--- src/rtl/mliu_arbiter_pkg.sv ---
// Shared types for the ML inference unit request/response interface and the
// requester arbiter that multiplexes several issuers onto one unit.
package mliu_arbiter_pkg;

    localparam int MLIU_DATA_W              = 32;
    localparam int MLIU_ARB_NUM_REQ         = 4;
    localparam int MLIU_ARB_MAX_OUTSTANDING = 4;
    localparam int MLIU_ARB_ID_W            = $clog2(MLIU_ARB_NUM_REQ);

    typedef enum logic [1:0] {
        MLIU_RELU     = 2'd0,
        MLIU_AVG_POOL = 2'd1,
        MLIU_MAX_POOL = 2'd2,
        MLIU_MAC      = 2'd3
    } mliu_op_e;

    typedef struct packed {
        logic                   valid;
        mliu_op_e               op;
        logic [MLIU_DATA_W-1:0] operand1;
        logic [MLIU_DATA_W-1:0] operand2;
    } mliu_req_t;

    typedef struct packed {
        logic                   valid;
        logic [MLIU_DATA_W-1:0] data;
        logic                   error;
    } mliu_rsp_t;

    typedef logic [MLIU_ARB_ID_W-1:0] mliu_arb_id_t;

    typedef struct packed {
        mliu_arb_id_t id;
        mliu_rsp_t    rsp;
    } mliu_arb_rsp_entry_t;

    function automatic int mliuArbNext(input int idx, input int numReq);
        return (idx + 1 >= numReq) ? 0 : idx + 1;
    endfunction

endpackage

--- src/rtl/mliu_arb_fifo.sv ---
// Small synchronous FIFO with occupancy count; push and pop may coincide,
// including when full (slot freed by the pop) or empty (only the push lands).
module mliu_arb_fifo #(
    parameter int WIDTH = 8,
    parameter int DEPTH = 4
) (
    input  logic                   clk_i,
    input  logic                   rst_ni,
    input  logic                   push_i,
    input  logic [WIDTH-1:0]       wdata_i,
    input  logic                   pop_i,
    output logic [WIDTH-1:0]       rdata_o,
    output logic                   full_o,
    output logic                   empty_o,
    output logic [$clog2(DEPTH):0] count_o
);

    localparam int PTR_W = $clog2(DEPTH);

    logic [WIDTH-1:0] mem_q [DEPTH];
    logic [PTR_W-1:0] wrPtr_q, wrPtr_d;
    logic [PTR_W-1:0] rdPtr_q, rdPtr_d;
    logic [PTR_W:0]   count_q, count_d;
    logic             doPush;
    logic             doPop;

    assign empty_o = (count_q == '0);
    assign full_o  = (count_q == (PTR_W+1)'(DEPTH));
    assign doPop   = pop_i & ~empty_o;
    assign doPush  = push_i & (~full_o | doPop);

    always_comb begin
        wrPtr_d = doPush ? wrPtr_q + PTR_W'(1) : wrPtr_q;
        rdPtr_d = doPop ? rdPtr_q + PTR_W'(1) : rdPtr_q;
        count_d = count_q;
        if (doPush && !doPop) begin
            count_d = count_q + (PTR_W+1)'(1);
        end else if (!doPush && doPop) begin
            count_d = count_q - (PTR_W+1)'(1);
        end
    end

    always_ff @(posedge clk_i or negedge rst_ni) begin
        if (!rst_ni) begin
            wrPtr_q <= '0;
            rdPtr_q <= '0;
            count_q <= '0;
        end else begin
            wrPtr_q <= wrPtr_d;
            rdPtr_q <= rdPtr_d;
            count_q <= count_d;
        end
    end

    // Storage needs no reset: nothing reads a slot before it has been written.
    always_ff @(posedge clk_i) begin
        if (doPush) begin
            mem_q[wrPtr_q] <= wdata_i;
        end
    end

    assign rdata_o = mem_q[rdPtr_q];
    assign count_o = count_q;

endmodule

--- src/rtl/mliu_arbiter.sv ---
// Round-robin arbiter sharing one non-stallable ML inference unit between
// several requesters, with credit-limited issue and per-requester response routing.
module mliu_arbiter
    import mliu_arbiter_pkg::*;
#(
    parameter int NUM_REQ         = MLIU_ARB_NUM_REQ,
    parameter int MAX_OUTSTANDING = MLIU_ARB_MAX_OUTSTANDING,
    parameter int ID_W            = $clog2(NUM_REQ)
) (
    input  logic                               clk_i,
    input  logic                               rst_ni,
    input  mliu_req_t                          req_i [NUM_REQ],
    output logic [NUM_REQ-1:0]                 req_ready_o,
    output mliu_rsp_t                          rsp_o [NUM_REQ],
    input  logic [NUM_REQ-1:0]                 rsp_ready_i,
    output mliu_req_t                          mliu_req_o,
    input  logic                               mliu_req_ready_i,
    input  mliu_rsp_t                          mliu_rsp_i,
    output logic                               mliu_rsp_ready_o,
    output logic [$clog2(MAX_OUTSTANDING):0]   outstanding_o,
    output logic                               busy_o,
    output logic                               err_o
);

    localparam int CNT_W = $clog2(MAX_OUTSTANDING) + 1;

    typedef struct packed {
        logic [ID_W-1:0] id;
        mliu_rsp_t       rsp;
    } entry_t;

    logic [ID_W-1:0]  rrPtr_q, rrPtr_d;
    logic [CNT_W-1:0] count_q, count_d;
    logic             err_q, err_d;

    logic [ID_W-1:0]  candIdx;
    logic [ID_W-1:0]  winIdx;
    logic             anyValid;
    logic             creditOk;
    logic             fire;

    logic [ID_W-1:0]  idHead;
    logic             idEmpty, idFull;
    logic [CNT_W-1:0] idCount;
    logic             idPop;

    entry_t           rspEntry;
    entry_t           rspHead;
    logic             rspEmpty, rspFull;
    logic [CNT_W-1:0] rspCount;
    logic             rspPop;

    logic             unused_fifoStatus;

    assign creditOk = (count_q < CNT_W'(MAX_OUTSTANDING));

    // First valid requester at or after the round-robin pointer, wrapping.
    always_comb begin
        anyValid = 1'b0;
        winIdx   = '0;
        candIdx  = '0;
        for (int i = 0; i < NUM_REQ; i++) begin
            candIdx = ID_W'((int'(rrPtr_q) + i) % NUM_REQ);
            if (!anyValid && req_i[candIdx].valid) begin
                anyValid = 1'b1;
                winIdx   = candIdx;
            end
        end
    end

    // Outputs are held at zero while reset is asserted, whatever the requesters drive.
    always_comb begin
        mliu_req_o  = '0;
        req_ready_o = '0;
        if (rst_ni && anyValid && creditOk) begin
            mliu_req_o          = req_i[winIdx];
            req_ready_o[winIdx] = mliu_req_ready_i;
        end
    end

    assign fire   = mliu_req_o.valid & mliu_req_ready_i;
    assign idPop  = mliu_rsp_i.valid & ~idEmpty;
    assign rspPop = ~rspEmpty & rsp_ready_i[rspHead.id];

    assign rspEntry.id  = idHead;
    assign rspEntry.rsp = mliu_rsp_i;

    always_comb begin
        rrPtr_d = fire ? ID_W'(mliuArbNext(int'(winIdx), NUM_REQ)) : rrPtr_q;
        err_d   = err_q | (mliu_rsp_i.valid & idEmpty);
        count_d = count_q;
        if (fire && !rspPop) begin
            count_d = count_q + CNT_W'(1);
        end else if (!fire && rspPop) begin
            count_d = count_q - CNT_W'(1);
        end
    end

    always_ff @(posedge clk_i or negedge rst_ni) begin
        if (!rst_ni) begin
            rrPtr_q <= '0;
            count_q <= '0;
            err_q   <= 1'b0;
        end else begin
            rrPtr_q <= rrPtr_d;
            count_q <= count_d;
            err_q   <= err_d;
        end
    end

    mliu_arb_fifo #(
        .WIDTH (ID_W),
        .DEPTH (MAX_OUTSTANDING)
    ) u_idFifo (
        .clk_i   (clk_i),
        .rst_ni  (rst_ni),
        .push_i  (fire),
        .wdata_i (winIdx),
        .pop_i   (idPop),
        .rdata_o (idHead),
        .full_o  (idFull),
        .empty_o (idEmpty),
        .count_o (idCount)
    );

    // Credits bound the total in flight, so this FIFO cannot overflow.
    mliu_arb_fifo #(
        .WIDTH ($bits(entry_t)),
        .DEPTH (MAX_OUTSTANDING)
    ) u_rspFifo (
        .clk_i   (clk_i),
        .rst_ni  (rst_ni),
        .push_i  (idPop),
        .wdata_i (rspEntry),
        .pop_i   (rspPop),
        .rdata_o (rspHead),
        .full_o  (rspFull),
        .empty_o (rspEmpty),
        .count_o (rspCount)
    );

    always_comb begin
        for (int i = 0; i < NUM_REQ; i++) begin
            rsp_o[i] = '0;
            if (!rspEmpty && rspHead.id == ID_W'(i)) begin
                rsp_o[i] = rspHead.rsp;
            end
        end
    end

    assign unused_fifoStatus = ^{idFull, idCount, rspFull, rspCount};

    assign mliu_rsp_ready_o = 1'b1;
    assign outstanding_o    = count_q;
    assign busy_o           = (count_q != '0);
    assign err_o            = err_q;

endmodule
--- config.mk ---
export PLATFORM = sky130hd
export DESIGN_NAME = mliu_arbiter
export DESIGN_NICKNAME = d
export VERILOG_FILES = /design/src/rtl/mliu_arbiter_pkg.sv /design/src/rtl/mliu_arb_fifo.sv /design/src/rtl/mliu_arbiter.sv
export SDC_FILE = /design/constraint.sdc
export NUM_CORES = 1
export LEC_CHECK = 0
export BUFFER_PORTS_ARGS = -buffer_cell sky130_fd_sc_hd__buf_4
export CORE_AREA = 2 2 203 205
export CTS_CLUSTER_DIAMETER = 150
export DETAILED_ROUTE_END_ITERATION = 16
export DIE_AREA = 0 0 205 207
export GPL_TIMING_DRIVEN = 1
export PLACE_DENSITY = 0.54
export SLEW_MARGIN = 10
export SYNTH_ARGS = -nofsm -noshare
export SYNTH_HDL_FRONTEND = slang
export SYNTH_SLANG_ARGS = --single-unit
--- constraint.sdc ---
create_clock -name clk_i -period 2.7 [get_ports clk_i]
set_input_delay 0.135 -clock clk_i [delete_from_list [all_inputs] [get_ports clk_i]]
set_output_delay 0.135 -clock clk_i [all_outputs]
set_load 0.1 [all_outputs]
==> results of run 1 <==
==> cell families after synthesis <==
logic type	count (synthesis)	share of synthesized area
and+or+nand+nor	374	0.198
DFF	172	0.508
AOI/OAI and AO/OA	142	0.116
buffers and inverters	95	0.0438
muxes	46	0.0967
adders and majority gates	18	0.0248
xor gates and xnor gates	15	0.0132
other	1	0.000376
==> repair_timing <==
action                                 4_1_cts  5_1_grt
pin swaps                                    8      109
setup endpoints to repair                   99      115
gates resized for setup                     57      410
cloned                                       3       28
hold buffers                                35        0
buffers inserted                             3       25
endpoints found under the hold margin      157        0
==> cells in the final DEF, fill, tap and decap left out, types with 8 or more instances in the layout <==
cell,instances
nand2_4,27
xor2_1,8
buf_12,94
inv_1,13
nand2_2,39
clkbuf_16,33
edfxtp_1,152
buf_6,26
buf_4,466
and2_1,140
and3_1,66
a211oi_4,25
diode_2,14
a311oi_4,65
dlygate4sd3_1,35
mux4_2,34
a211oi_2,29
nand2_1,68
ha_1,14
dfrtp_1,17
a211oi_1,12
==> final cells by class <==
type | count | area share
diodes | 14 | 0.00178
clock buffers | 19 | 0.0220
clock inverters | 13 | 0.00610
inverters | 17 | 0.00406
multi-input cells | 597 | 0.331
flip-flops and latches | 172 | 0.257
well taps | 532 | 0.0338
repair buffers | 652 | 0.343
repair inverters | 2 | 0.00165
==> state kept, by name, indices dropped and copies added (netlist names) <==
name / cells
u_rspFifo.mem_q: 144
u_idFifo.mem_q: 8
u_idFifo.wrPtr_q: 2
u_idFifo.count_o: 3
outstanding_o: 3
u_idFifo.rdPtr_q: 2
u_rspFifo.wrPtr_q: 2
u_rspFifo.count_o: 3
err_o: 1
u_rspFifo.rdPtr_q: 2
rrPtr_q: 2
==> path summary, 6_finish.rpt <==
kind / start / to / slack, ns / depth (start not counted)
worst max-delay path: u_rspFifo.rdPtr_q[0] / u_rspFifo.count_o[1] / -0.08 / 9
worst min-delay path: mliu_req_ready_i / rrPtr_q[0] / 0.21 / 4
worst max register to register: u_rspFifo.rdPtr_q[0] / u_rspFifo.count_o[1] / -0.08 / 9
worst min register to register: err_o / err_o / 0.49 / 1
max in group asynchronous: rst_ni / u_rspFifo.rdPtr_q[1] / 2.20 / 3
min in group asynchronous: rst_ni / outstanding_o[2] / 0.25 / 3
==> metal layers <==
metal | up-vias | wire (um) | track usage
li1 | 4438 | - | -
met1 | 4811 | 17800 | 0.229
met2 | 410 | 24800 | 0.345
met3 | 72 | 3500 | 0.0560
met4 | 2 | 1790 | 0.0853
met5 | - | 13 | 0
==> worst max-delay path, cell delays in order, from the launching register on <==
cell and delay (ns):
dfrtp_2 0.38, buf_4 0.12, mux4_2 0.54, nand2b_2 0.25
o22ai_1 0.30, inv_1 0.11, ha_2 0.21, inv_2 0.06
fa_2 0.42, mux2_2 0.27
==> metrics by stage <==
stage               setup slack (ns)  instances  hold WS [ns]   util
global placement              0.0514       1878         0.145  0.394
CTS                          -0.0319       1951         0.188  0.425
floorplan                     -0.251        863        -0.161      -
finish                       -0.0802       2018         0.206  0.488
global route                  -0.184       2017         0.231  0.488
detailed placement           -0.0225       1878         0.145  0.394
==> impl_metrics.csv, run 1 <==
group,metric,value,unit
grt,first_global_vias,9678,
timing,tns,-0.266,ns
routing,routedWlPerCell,23.7,um
finish,multi_input_area,0.00652,mm2
logic_synthesis,syn_inst,863,
logic_synthesis,post-synth-top-count-cell,"edfxtp_1",
routing,dr.pass1.iters,6,
critical_path,endpoint_kind,"flop",
floorplanning,pin_count,522,
finish,seqCellArea,0.00507,mm2
critical_path,startpoint_type,"flop",
status,violations,"negative setup slack",
logic_synthesis,netlist_area,0.00998,mm2
placed_design,post_dp_cell_area,0.0159,mm2
floorplanning,dieArea,0.0424,mm2
timing,finalCritPeriodShare,1.03,
logic_synthesis,synth_area_per_cell,11.6,um2
grt,grt_usage,0.200,
logic_synthesis,ys.flop_type,"edfxtp_1",
finish,fillers,3607,
logic_synthesis,synthTopCellsByArea,"edfxtp_1 (46%), and2_1 (9.1%), mux4_2 (7.7%)",
cts,h-tree-depth,4,
grt,grt_pass1_wl,63000,um
logic_synthesis,seq_area_frac_synth,0.508,
timing,layout_setup_ws,-0.0802,ns
finish,syn_to_final_growth,97.5,%
cts,cts_tree,"done",
floorplanning,die_y,207,um
cts,clock_latency,0.42,ns
routing,viasPerCell,4.82,
critical_path,cp_max_fo,3,
logic_synthesis,netlist.area_leader.share,0.457,
timing,slew_viol_final,0,
routing,drtIter0Drc,474,
min_path,hp-class,"input port to flop",
status,outcome,"complete, but fails checks",
floorplanning,start_util,0.247,
routing,finalWirelength,47900,um
logic_synthesis,synth_edf_count,152,
logic_synthesis,async_reset_ff_frac,0.116,
cts,clockBufferDepth,2,
logic_synthesis,synthTopCellsByCount,"edfxtp_1 (152), and2_1 (145), nand2_1 (137)",
timing,rsz0062_at_grt,"yes",
logic_synthesis,syn_nets,1190,
placed_design,dp_hpwl,33300,um
placed_design,io_buffers,520,
timing,timing.fmax,360,MHz
cts,cts_buffers,17,
grt,overflow,0,
floorplanning,design.core.area,0.0404,mm2
timing,min_period,2.78,ns
placed_design,place_congestion,0.920,
cts,cts.sinks,172,
critical_path,worstPathArrival,3.08,ns
timing,tightestPinTransition,0.743,ns
grt,grt_max_degree,73,
timing,setup_violations,8,
floorplanning,dieWidth,205,um
timing,hold_viol,0,
timing,relSlewSlack,0.501,
cts,cts-root-buf,"clkbuf_16",
routing,ant_nets,0,
logic_synthesis,synth_seq_cells,172,
routing,drc,0,
logic_synthesis,synth_largest_area_cell,"edfxtp_1",
timing,fin_worst_skew,0.0132,ns
job,cap_violations,0,
cts,path_clk_slew,0.07,ns
floorplanning,num_rows,74,
logic_synthesis,yosysWarnings,0,
finish,final_area,0.0197,mm2
critical_path,crit_required,3.00,ns
finish,final_nets,1786,
logic_synthesis,synth.distinct_cells,39,
routing,dr_total_vias,9733,
critical_path,criticalPathCategory,"flop to flop",
grt,antenna_found_initial,16,
finish,drive_above_1_share,0.616,
Power of run 1 is left out: the tool's default activity adds up to more than one toggle a clock period on the data nets, which glitch-free logic cannot reach.
==> run 2, diff against run 1 <==
--- a/config.mk
+++ b/config.mk
@@ -11,7 +11,7 @@
 export DETAILED_ROUTE_END_ITERATION = 16
 export DIE_AREA = 0 0 205 207
 export GPL_TIMING_DRIVEN = 1
-export PLACE_DENSITY = 0.54
+export PLACE_DENSITY = 0.52
 export SLEW_MARGIN = 10
 export SYNTH_ARGS = -nofsm -noshare
 export SYNTH_HDL_FRONTEND = slang
==> constraint.sdc (replaced) <==
create_clock -name clk_i -period 3.1 [get_ports clk_i]
set_input_delay 0.155 -clock clk_i [delete_from_list [all_inputs] [get_ports clk_i]]
set_output_delay 0.155 -clock clk_i [all_outputs]
set_load 0.1 [all_outputs]
==> run 2 against run 1 <==
  * The flow now finishes without violations
  * Critical path depth decreased by 1
  * Sequential share of layout area increased by 6.7 points
  * Hold slack improved by 0.0065 ns
  * Critical endpoint is now mliu_req_o[53]
  * First-iteration DRC count increased by 8.6%
  * Non-clock buffer count decreased by 74
  * Global-route usage decreased by 0.097 points
  * Clock skew decreased by 0.0068 ns
  * Wire length decreased by 10%
==> impl_metrics.csv, run 2 (synthesized netlist as in run 1, its figures left out) <==
group,metric,value,unit
timing,relSlewSlack,0.414,
critical_path,cp-startpoint,"rrPtr_q[0]",
critical_path,crit_chain,"inv_1 > a221o_2 > and2_4 > inv_4 > buf_12 > nand2_1 > a311oi_2 > buf_4",
min_path,hp-class,"input port to flop",
finish,multi_input_area,0.00474,mm2
grt,antenna_found_initial,14,
placed_design,dp_hpwl,33600,um
cts,path_clk_slew,0.06,ns
floorplanning,start_util,0.247,
job,cap_violations,0,
timing,fin_worst_skew,0.00641,ns
routing,drtIter0Drc,515,
finish,final_area,0.0156,mm2
finish,drive_above_1_share,0.475,
finish,largest_reg_flops,144,
cts,h-tree-depth,4,
finish,syn_to_final_growth,56.7,%
critical_path,r2r-start,"u_rspFifo.rdPtr_q[0]",
cts,cts.sinks,172,
timing,tightestPinTransition,0.872,ns
floorplanning,num_rows,74,
status,outcome,"complete, no violations",
critical_path,r2r_slack,0.24,ns
critical_path,slowest_stage,"a221o_2",
placed_design,io_buffers,520,
grt,grt_usage,0.199,
placed_design,pre_cts_slack,0.259,ns
grt,grt_pass1_wl,62300,um
critical_path,criticalPathCategory,"flop to output port",
floorplanning,pin_count,522,
floorplanning,dieWidth,205,um
min_path,hp-start,"mliu_req_ready_i",
placed_design,place_congestion,0.928,
finish,layout_commonest_cell,"buf_4",
floorplanning,dieArea,0.0424,mm2
critical_path,worstPathArrival,2.80,ns
grt,overflow,0,
grt,first_global_vias,9390,
finish,utilization,0.387,
critical_path,endpoint_kind,"output port",
routing,viasPerCell,4.74,
finish,seqCellArea,0.00507,mm2
finish,top_regs,"u_rspFifo.mem_q (144), u_idFifo.mem_q (8)",
finish,fillers,4080,
finish,final_nets,1709,
timing,layout_setup_ws,0.144,ns
critical_path,cp_max_fo,57,
timing,setup_violations,0,
routing,dr.pass1.iters,4,
placed_design,placed_cells,1860,
timing,slew_viol_final,0,
placed_design,post_dp_cell_area,0.0147,mm2
routing,ant_nets,0,
timing,finalCritPeriodShare,0.954,
routing,finalWirelength,43000,um
floorplanning,die_y,207,um
cts,clock_latency,0.41,ns
routing,routedWlPerCell,22.3,um
critical_path,startpoint_type,"flop",
timing,hold_viol,0,
timing,timing.fmax,338,MHz
timing,rsz0062_at_grt,"no",
routing,drc,0,
finish,regMostFlops,"u_rspFifo.mem_q",
cts,cts_tree,"done",
cts,clockBufferDepth,2,
finish,stdcell_count,1933,
critical_path,crit_required,2.94,ns
critical_path,max_stage_delay,0.42,ns
timing,min_period,2.96,ns
cts,post_cts_buffers,0,
routing,dr_total_vias,9168,
cts,cts-root-buf,"clkbuf_16",
cts,cts_buffers,17,
floorplanning,design.core.area,0.0404,mm2
finish,final_cell_mix,"buf_4 (533), edfxtp_1 (152), and2_1 (140)",
grt,grt_max_degree,93,
-- run 2: cell count changes in the layout (fill, tap and decap cells not counted), sizes merged --
cell | before | now
clkbuf | 35 | 19
clkinvlp | 7 | 1
inv | 17 | 21
diode | 14 | 6
buf | 600 | 543
bufbuf | 1 | 0
nor2 | 12 | 11
-- run 2: path summary, 6_finish.rpt --
check                                       end  cells after the start
setup / recovery                 mliu_req_o[53]                      8
hold / removal                       rrPtr_q[1]                      4
setup reg to reg           u_rspFifo.count_o[2]                     10
hold reg to reg             u_idFifo.count_o[2]                      1
max in group asynchronous  u_rspFifo.rdPtr_q[1]                      3
min in group asynchronous      outstanding_o[2]                      3
-- run 2: worst max-delay path: cells and delay by family (launching register included) --
family / cells / cell delay [ns]
simple gates: 2 / 0.30
compound gates: 2 / 0.79
buf+inv: 4 / 0.83
flops: 1 / 0.41
-- run 2: routing by layer --
| metal | global-route usage | up-vias | share of wire |
|---|---|---|---|
| li1 | - | 4274 | - |
| met1 | 0.234 | 4468 | 0.39 |
| met2 | 0.355 | 383 | 0.52 |
| met3 | 0.0499 | 39 | 0.069 |
| met4 | 0.0543 | 4 | 0.016 |
| met5 | 0 | - | 0.00077 |
-- run 2: repair_timing --
| action | CTS | global route |
|---|---|---|
| setup endpoints to repair | 0 | 38 |
| hold buffers | 35 | 0 |
| gates resized for setup | 0 | 5 |
| endpoints found under the hold margin | 156 | 0 |
-- run 2: through the flow --
stage          hold WS (ns)  TNS, ns
6_report              0.213        0
3_5_place_dp          0.157        0
4_1_cts               0.194        0
3_3_place_gp          0.165        0
2_1_floorplan        -0.141   -30.40
5_1_grt               0.243        0
-- run 2: cell type report --
class,count,share of cell area
flip-flops and latches,172,0.324
multi-input cells,596,0.303
repair buffers,578,0.290
well taps,532,0.0426
clock buffers,19,0.0277
clock inverters,13,0.00736
inverters,17,0.00424
diodes,6,0.000960
Power of run 2 is left out for the same reason.
==> run 3, diff against run 2 <==
--- a/config.mk
+++ b/config.mk
@@ -6,12 +6,13 @@
 export NUM_CORES = 1
 export LEC_CHECK = 0
 export BUFFER_PORTS_ARGS = -buffer_cell sky130_fd_sc_hd__buf_4
-export CORE_AREA = 2 2 203 205
+export CORE_AREA = 5 5 200 202
 export CTS_CLUSTER_DIAMETER = 150
 export DETAILED_ROUTE_END_ITERATION = 16
 export DIE_AREA = 0 0 205 207
 export GPL_TIMING_DRIVEN = 1
-export PLACE_DENSITY = 0.52
+export PLACE_DENSITY = 0.55
+export REMOVE_ABC_BUFFERS = 1
 export SLEW_MARGIN = 10
 export SYNTH_ARGS = -nofsm -noshare
 export SYNTH_HDL_FRONTEND = slang
==> run 3 against run 2 <==
  * Sequential share of layout area rose by 0.13 points
  * Utilization increased by 2.1 points
  * Wire length increased by 2.4%
  * Global-route usage down 0.20 points
  * Largest cell class unchanged
  * Count of clock-buffer cells in the layout is 1 lower
  * Highest routed layer unchanged
  * Fmax is 0.83% higher
  * Critical path depth unchanged
  * Cell area down 0.39%
==> impl_metrics.csv, run 3 (synthesized netlist as in run 1, its figures left out) <==
group,metric,value,unit
status,outcome,"complete, no violations",
routing,drtIter0Drc,483,
grt,overflow,0,
floorplanning,dieWidth,205,um
grt,grt_usage,0.197,
critical_path,r2r-start,"u_rspFifo.rdPtr_q[0]",
min_path,hp-class,"input port to flop",
cts,cts_buffers,17,
timing,timing.fmax,341,MHz
cts,clock_latency,0.42,ns
grt,grt_pass1_wl,62700,um
cts,cts_tree,"done",
timing,slew_viol_final,0,
finish,top_regs,"u_rspFifo.mem_q (144), u_idFifo.mem_q (8)",
critical_path,r2r_slack,0.28,ns
routing,dr_total_vias,9223,
floorplanning,start_util,0.262,
cts,cts-root-buf,"clkbuf_16",
placed_design,dp_hpwl,34400,um
min_path,hp-start,"mliu_req_ready_i",
min_path,holdPathEnd,"rrPtr_q[0]",
routing,finalWirelength,44100,um
grt,antenna_found_initial,8,
cts,cts.sinks,172,
timing,tns,0,ns
critical_path,cp_max_fo,29,
cts,path_clk_slew,0.06,ns
finish,seqCellArea,0.00507,mm2
critical_path,r2r_cells,10,
floorplanning,die_y,207,um
finish,layout_commonest_cell,"buf_4",
cts,h-tree-depth,4,
placed_design,place_congestion,0.959,
routing,drc,0,
routing,viasPerCell,4.78,
critical_path,endpoint_kind,"output port",
grt,grt_max_degree,116,
timing,relSlewSlack,0.425,
critical_path,worstPathArrival,2.78,ns
floorplanning,dieArea,0.0424,mm2
timing,hold_viol,0,
critical_path,crit-reg2reg-capture,"u_rspFifo.count_o[2]",
critical_path,criticalPathCategory,"flop to output port",
floorplanning,design.core.area,0.0381,mm2
floorplanning,num_rows,72,
routing,ant_nets,0,
timing,setup_violations,0,
timing,tightestPinTransition,0.862,ns
finish,fillers,3788,
finish,multi_input_area,0.00454,mm2
min_path,holdPathStages,5,
cts,clockBufferDepth,2,
finish,regMostFlops,"u_rspFifo.mem_q",
floorplanning,pin_count,522,
finish,largest_reg_flops,144,
finish,drive_above_1_share,0.457,
cts,post_cts_buffers,0,
routing,dr.pass1.iters,4,
placed_design,io_buffers,520,
timing,finalCritPeriodShare,0.946,
grt,first_global_vias,9605,
finish,final_nets,1720,
critical_path,crit_required,2.94,ns
finish,syn_to_final_growth,56.1,%
finish,final_cell_mix,"buf_4 (538), edfxtp_1 (152), and2_1 (140)",
routing,routedWlPerCell,22.8,um
timing,fin_worst_skew,0.00793,ns
timing,rsz0062_at_grt,"no",
job,cap_violations,0,
timing,min_period,2.93,ns
critical_path,startpoint_type,"flop",
run 3: cell count changes in the layout (fill, tap and decap cells not counted), sizes merged:
cell	delta
buf	+9
clkinvlp	+1
clkbuf	+1
inv	+1
clkinv	-1
run 3: area by class of cell:
type,instances,share of cell area
Inverter,17,0.00442
Clock inverter,14,0.00860
Antenna cell,6,0.000964
Multi-Input combinational cell,596,0.292
Sequential cell,172,0.325
Timing Repair Buffer,589,0.300
Clock buffer,18,0.0276
Tap cell,518,0.0416
run 3: repair_timing:
action	CTS	global route
gates resized for setup	4	8
hold endpoints to repair	156	0
hold buffers	35	0
endpoints found under the setup margin	5	34
cloned	0	1
run 3: layer usage:
metal,GRT usage,up-vias,part of all wire
met3,0.0658,37,0.093
met2,0.368,400,0.54
met4,0.0543,4,0.019
li1,-,4302,-
met5,0,-,0.00048
met1,0.209,4480,0.35
run 3: through the flow:
step	cells	instance area [um2]	utilization	worst slack (ns)	hold WS (ns)
6_report	1930	15600	0.409	0.168	0.214
5_1_grt	1930	15600	0.409	0.0155	0.263
4_1_cts	1923	15500	0.407	0.00143	0.193
3_5_place_dp	1856	14600	0.382	0.307	0.182
3_3_place_gp	1856	14600	0.382	0.287	0.180
2_1_floorplan	785	9610	-	-5.56	-0.141
run 3: worst max-delay path by stage:
stage	start	end	slack, ns	cells after the start
2_1_floorplan	rrPtr_q[1]	mliu_req_o[0]	-5.56	3
3_3_place_gp	u_rspFifo.rdPtr_q[0]	u_rspFifo.count_o[2]	0.29	10
3_5_place_dp	u_rspFifo.rdPtr_q[0]	u_rspFifo.count_o[2]	0.31	10
4_1_cts	rrPtr_q[0]	mliu_req_o[61]	0.001	8
5_1_grt	rrPtr_q[0]	mliu_req_o[28]	0.02	8
6_report	rrPtr_q[0]	mliu_req_o[42]	0.17	8
run 3: critical path: stages, from the launching register on:
cell,delay [ns]
dfrtp_1,0.40
inv_1,0.06
a221o_2,0.39
and2_4,0.17
inv_6,0.23
buf_16,0.22
a211oi_1,0.09
a311oi_1,0.38
buf_4,0.38
Power of run 3 is left out for the same reason.
